### config.mk
export PLATFORM = sky130hd
export DESIGN_NAME = alu_resp_unit
export DESIGN_NICKNAME = d
export VERILOG_FILES = /design/src/rtl/alu_resp_unit.sv
export SDC_FILE = /design/constraint.sdc
export NUM_CORES = 1
export LEC_CHECK = 0
export BUFFER_PORTS_ARGS = -buffer_cell sky130_fd_sc_hd__buf_4
export CAP_MARGIN = 15
export CORE_MARGIN = 10
export CORE_UTILIZATION = 60
export CTS_CLUSTER_DIAMETER = 40
export DETAILED_ROUTE_END_ITERATION = 7
export PLACE_DENSITY_LB_ADDON = 0.08
export SYNTH_ARGS = -nofsm -noshare
export SYNTH_HDL_FRONTEND = slang
export SYNTH_SLANG_ARGS = --single-unit
### constraint.sdc
create_clock -name clk -period 3.2 [get_ports clk]
set_input_delay 0.64 -clock clk [delete_from_list [all_inputs] [get_ports clk]]
set_output_delay 0.64 -clock clk [all_outputs]
set_load 0.01 [all_outputs]
### src/rtl/alu_resp_unit.sv
// alu_resp_unit: 32-bit ALU behind a valid/ready request port, with a 2-entry response FIFO.
// Define ALU_RESP_STATS_EN to add saturating op_count/err_count statistics ports.
module alu_resp_unit #(
   parameter int N = 32
) (
   input  logic         clk,
   input  logic         rst,
   input  logic         req_valid,
   output logic         req_ready,
   input  logic [N-1:0] a,
   input  logic [N-1:0] b,
   input  logic [2:0]   sel,
   output logic         rsp_valid,
   input  logic         rsp_ready,
   output logic [N-1:0] y,
   output logic         cout,
   output logic         z_flag,
   output logic         rsp_err
`ifdef ALU_RESP_STATS_EN
   ,
   output logic [15:0]  op_count,
   output logic [7:0]   err_count
`endif
);
   typedef struct packed {
      logic [N-1:0] y;
      logic         cout;
      logic         z;
      logic         err;
   } ent_t;

   ent_t         ent;
   ent_t         mem [2];
   logic         wp, rp, push, pop, err, lt_u, lt_s;
   logic [1:0]   cnt;
   logic [N:0]   sum;
   logic [N-1:0] yc;
   logic         cc;

   assign err  = sel == 3'b110;
   assign sum  = {1'b0, a} + {1'b0, b};
   assign lt_u = a < b;
   assign lt_s = $signed(a) < $signed(b);

   always_comb begin
      yc = sel == 3'b000 ? a & b :
           sel == 3'b001 ? a | b :
           sel == 3'b010 ? sum[N-1:0] :
           sel == 3'b011 ? a - b :
           sel == 3'b100 ? a & ~b :
           sel == 3'b101 ? a | ~b :
           sel == 3'b111 ? {{(N-1){1'b0}}, lt_s} : '0;
      cc = sel == 3'b010 ? sum[N] : (sel == 3'b011 || sel == 3'b111) ? lt_u : 1'b0;
      // illegal requests store y = 0 yet report z_flag = 0
      ent = '{y: yc, cout: cc, z: !err && yc == '0, err: err};
   end

   assign req_ready = cnt != 2'd2;
   assign rsp_valid = cnt != 2'd0;
   assign push      = req_valid && req_ready;
   assign pop       = rsp_valid && rsp_ready;
   assign {y, cout, z_flag, rsp_err} = mem[rp];

   always_ff @(posedge clk or posedge rst) begin
      if (rst) begin
         cnt    <= '0;
         wp     <= 1'b0;
         rp     <= 1'b0;
         mem[0] <= '0;
         mem[1] <= '0;
      end else begin
         if (push) begin
            mem[wp] <= ent;
            wp      <= !wp;
         end
         if (pop) rp <= !rp;
         cnt <= cnt + {1'b0, push} - {1'b0, pop};
      end
   end

`ifdef ALU_RESP_STATS_EN
   always_ff @(posedge clk or posedge rst) begin
      if (rst) begin
         op_count  <= '0;
         err_count <= '0;
      end else if (push) begin
         if (op_count != 16'hFFFF) op_count <= op_count + 16'd1;
         if (err && err_count != 8'hFF) err_count <= err_count + 8'd1;
      end
   end
`endif
endmodule

==> metrics.log, run 1 <==
[metrics] tool error: [ERROR GRT-0232] Routing congestion too high. Check the congestion heatmap in the GUI.
[metrics] placed wire-length estimate after detailed placement: 30,400 um
[metrics] number of sinks handled by clock tree synthesis: 74
[metrics] outcome: did not finish
[metrics] number of H-tree levels: 3
[metrics] top-count cell post-synth: nand2_1
[metrics] cells taking the most area after synthesis: dfrtp_1 19%, ha_1 17%, nand2_1 6.0%, mux2_2 5.9%, a21oi_1 5.3%
[metrics] pre-CTS setup slack: -1370 ps
[metrics] syn_nets: 1,481
[metrics] last step reached: 5_1_grt
[metrics] pin count of the biggest net entering global routing: 75
[metrics] count of unique library cells instantiated by Yosys: 87
[metrics] root buffer cell: clkbuf_16
[metrics] Post-CTS Hold Buffers: 0
[metrics] row cnt: 46
[metrics] grt ovf: 26
[metrics] synthesized flop and latch total: 74
[metrics] final weighted congestion in routability-driven placement: 1.04
[metrics] cell type with the highest aggregate area in the netlist: dfrtp_1
[metrics] buffer depth of the longest clock path: 2
[metrics] total of warnings raised by yosys: 0
[metrics] Post-Synthesis Cell Area: 0.00966 mm^2
[metrics] kind of the worst endpoint: register data pin
[metrics] Avg Cell Area, Syn: 7.57 um^2
[metrics] die outline height: 147 um
[metrics] number of ports placed on the die boundary: 108
[metrics] total global routing track utilization: 70.6%
[metrics] die width: 147 um
[metrics] Gate Count Post-Synth: 1,277
[metrics] number of enable flip-flop cells after synthesis: 0
[metrics] starting density of the core: 61.1%
[metrics] GRT repair_timing worst endpoint: mem[36]$_DFFE_PP0P_/D
[metrics] share of synthesized area occupied by flip-flops and latches: 19.2%
[metrics] post-synthesis async set-or-reset flop share: 100%
[metrics] Num CTS Buffers: 9
[metrics] primary flip-flop cell chosen by synthesis mapping: dfrtp_1
[metrics] top cell types by occurrence after synthesis: 155 x nand2_1, 131 x ha_1, 116 x nor2_1
[metrics] Yosys top cell area share: 19.2%
[metrics] count of input and output buffers: 107
layer usage:
metal | track usage [%] | GRT overflow
met5 | 33.4 | 0
met4 | 67.5 | 10
met3 | 64.5 | 0
met2 | 82.5 | 16
met1 | 68.5 | 0
stage by stage:
step,instances,cell area [um^2],TNS [ps],util (%)
4_1_cts,1919,14500,-2720,91.5
3_5_place_dp,1880,13200,-21840,83.3
2_1_floorplan,1277,9720,-1060,-
3_3_place_gp,1880,13200,-18030,83.3
cells by family after synthesis:
family | after synthesis | synth area share, %
XOR/XNOR | 19 | 1.72
buffers and inverters | 193 | 7.81
multiplexers | 69 | 8.71
flip-flops | 74 | 19.2
adder cells (fa/ha/maj) | 133 | 17.4
AO/OA/AOI/OAI | 380 | 25.7
AND/OR/NAND/NOR | 409 | 19.5
what timing repair did:
item                                    CTS
pin swaps                                54
setup buffers                            30
gates resized for setup                 178
endpoints found under the setup margin   31
==> run 2, diff against run 1 <==
Settings changed: CORE_UTILIZATION 60 to 40, CTS_CLUSTER_DIAMETER 40 to not set, PLACE_DENSITY_LB_ADDON 0.08 to 0.15.
==> run 2 against run 1 <==
  * The flow now finishes, with violations (negative setup slack)
  * Area after synthesis is the same
  * Synthesized cell count is the same
==> metrics.log, run 2 <==
[metrics] min-delay worst type: flop to flop
[metrics] synthesized flop and latch total: 74
[metrics] area growth from synthesis to final layout: 55.6%
[metrics] Gate Count Post-Synth: 1,277
[metrics] initial antenna violation count: 0
[metrics] number of enable flip-flop cells after synthesis: 0
[metrics] Post-layout nets: 1,934
[metrics] Worst Reg-to-Reg Cells: 5
[metrics] Worst R2R End: mem[48]
[metrics] most common library cell in the layout ignoring fill and taps: buf_4
[metrics] worst rel slew slack: 34.8%
[metrics] number of pins with negative max-slew slack in the final report: 0
[metrics] Post-Synthesis Cell Area: 0.00966 mm^2
[metrics] Lkg Pwr: 0.00729 uW
[metrics] row cnt: 56
[metrics] DRC Markers: 0
[metrics] root buffer cell: clkbuf_16
[metrics] finished layout cell area: 0.0150 mm^2
[metrics] kind of critical path: input pin to flop
[metrics] final weighted congestion in routability-driven placement: 0.993
[metrics] first-pass detailed-route iteration total: 7
[metrics] source-to-sink clock delay at the later pin of the worst-skew pair: 330 ps
[metrics] first-pass GRT wire length: 58,500 um
[metrics] pre-CTS setup slack: -1230 ps
[metrics] vias per inst: 5.41
[metrics] Num CTS Buffers: 9
[metrics] critical register-to-register path startpoint: cnt[0]
[metrics] Core Box Area: 0.0236 mm^2
[metrics] crit path max fanout: 4
[metrics] die width: 175 um
[metrics] antenna-violating nets left: 0
[metrics] RSZ-0062 raised after global routing: true
[metrics] worst setup margin: -667 ps
[metrics] Setup Viol. Count Final: 17
[metrics] area of the die: 0.0308 mm^2
[metrics] total power draw: 6480 uW
[metrics] via count: 11,100
[metrics] total global routing track utilization: 23.0%
[metrics] count of unique library cells instantiated by Yosys: 87
[metrics] number of flip-flops under the largest register name: 70
[metrics] worst endpoint data arrival time: 4100 ps
[metrics] ANT cells: 0
[metrics] primary flip-flop cell chosen by synthesis mapping: dfrtp_1
[metrics] final worst hold slack: 471 ps
[metrics] maximum VDD drop: 0.536 mV
[metrics] Yosys top cell area share: 19.2%
[metrics] vias in the first global route: 10,900
[metrics] pin count of the biggest net entering global routing: 75
[metrics] number of sinks handled by clock tree synthesis: 74
[metrics] syn_nets: 1,481
[metrics] die outline height: 175 um
[metrics] violated checks: negative setup slack
[metrics] share of post-route cells with drive strength above 1: 43.1%
[metrics] total wire length: 37,100 um
[metrics] final hold viol count: 0
[metrics] post-synthesis async set-or-reset flop share: 100%
[metrics] largest registers in the final layout: mem: 70 flops, cnt: 2 flops
[metrics] commonest cells after routing, fill and taps aside: 497 x buf_4, 154 x nand2_1, 112 x nor2_1, 111 x ha_1, 97 x inv_1
[metrics] count of input and output buffers: 107
[metrics] outcome: finished, violations left
[metrics] largest register by flop count: mem
[metrics] Critical Path RT: 3430 ps
[metrics] Starting DRT DRC Count: 949
[metrics] Clock transition at path regs: 60 ps
[metrics] share of the cycle needed by the critical path after routing: 121%
[metrics] slew of the pin with the lowest slew margin: 978 ps
[metrics] Avg Cell Area, Syn: 7.57 um^2
[metrics] Post-DP Area: 0.0136 mm^2
[metrics] cells taking the most area after synthesis: dfrtp_1 19%, ha_1 17%, nand2_1 6.0%, mux2_2 5.9%, a21oi_1 5.3%
[metrics] total of warnings raised by yosys: 0
[metrics] grt ovf: 0
[metrics] top-count cell post-synth: nand2_1
[metrics] CTS tree: yes
[metrics] number of ports placed on the die boundary: 108
[metrics] capture endpoint of the worst hold path: mem[40]
[metrics] placed wire-length estimate after detailed placement: 29,900 um
[metrics] top cell types by occurrence after synthesis: 155 x nand2_1, 131 x ha_1, 116 x nor2_1
[metrics] cell type with the highest aggregate area in the netlist: dfrtp_1
[metrics] number of H-tree levels: 3
[metrics] sort of element at the end of the critical path: flop
[metrics] routed len/inst: 18.1 um
[metrics] power density over cell area: 431 mW/mm^2
[metrics] buffer depth of the longest clock path: 2
[metrics] start point of the worst hold path: mem[40]
[metrics] clk_skew: 6.24 ps
[metrics] fin crit period: 3870 ps
[metrics] hold depth: 2
[metrics] top achievable clock speed: 259 MHz
[metrics] number of max-capacitance violations reported: 0
[metrics] starting density of the core: 40.9%
[metrics] worst-case register-to-register setup slack: 1370 ps
[metrics] Setup crit start kind: input pin
[metrics] share of synthesized area occupied by flip-flops and latches: 19.2%
run 2: how the worst max path moves through the flow:
stage	start	end	slack, ps	cells past startpoint
2_1_floorplan	a[1]	mem[1]	-530	13
3_3_place_gp	a[8]	mem[36]	-1360	14
3_5_place_dp	a[13]	mem[36]	-1230	14
4_1_cts	a[9]	mem[36]	-580	14
5_1_grt	a[1]	mem[36]	-740	15
6_report	a[1]	mem[1]	-670	15
run 2: what timing repair did:
action	4_1_cts	5_1_grt
resized for setup	113	94
buffers inserted	11	21
pin swaps	30	64
endpoints found under the setup margin	26	29
hold buffers	0	0
run 2: logic make-up (layout without fill, tap and decap cells):
kind of cell	count (synthesis)	in the layout	synth area share, %
fa+ha+maj	133	133	17.4
compound gates	380	380	25.7
simple gates	409	409	19.5
xor+xnor	19	19	1.72
flops	74	74	19.2
buf+inv	193	651	7.81
mux	69	69	8.71
run 2: per-layer routing:
metal / routed length [um] / up-vias / GRT usage (%)
met5: 0 / - / 0
met4: 472 / 0 / 4.56
li1: - / 5429 / -
met1: 17300 / 5284 / 32.6
met3: 2400 / 36 / 2.94
met2: 16900 / 369 / 36.7
run 2: final cells by class:
cell class,instances,area [um^2]
fill,2120,8570
multi-input combinational,1010,7980
timing repair buffer,521,4060
sequential,74,1850
inverter,114,453
tap,319,399
clock buffer,9,225
clock inverter,7,76.3
run 2: worst max-delay path, cell delays in order:
cell,delay (ps)
buf_8,80
clkinvlp_4,120
ha_4,260
a211o_1,280
a221o_1,420
o31ai_2,270
buf_4,180
a21oi_4,60
or2_4,270
xnor2_1,160
o211ai_1,180
nor3b_2,200
nand4b_1,140
or4b_4,530
o41ai_2,290
run 2: stage by stage:
step / util, % / instances / setup TNS (ps)
2_1_floorplan: - / 1277 / -1060
3_3_place_gp: 57.5 / 2012 / -22350
3_5_place_dp: 57.5 / 2012 / -19740
4_1_cts: 61.4 / 2037 / -2210
5_1_grt: 63.7 / 2054 / -4470
6_report: 63.7 / 2054 / -2750
run 2: power by group:
part           total (uW)  leakage (uW)  switching [uW]  internal, uW
Combinational        3920       0.00621            1980          1940
Clock                1000      0.000148             393           610
Sequential           1550      0.000934             201          1350
(Power assumes the default switching activity.)
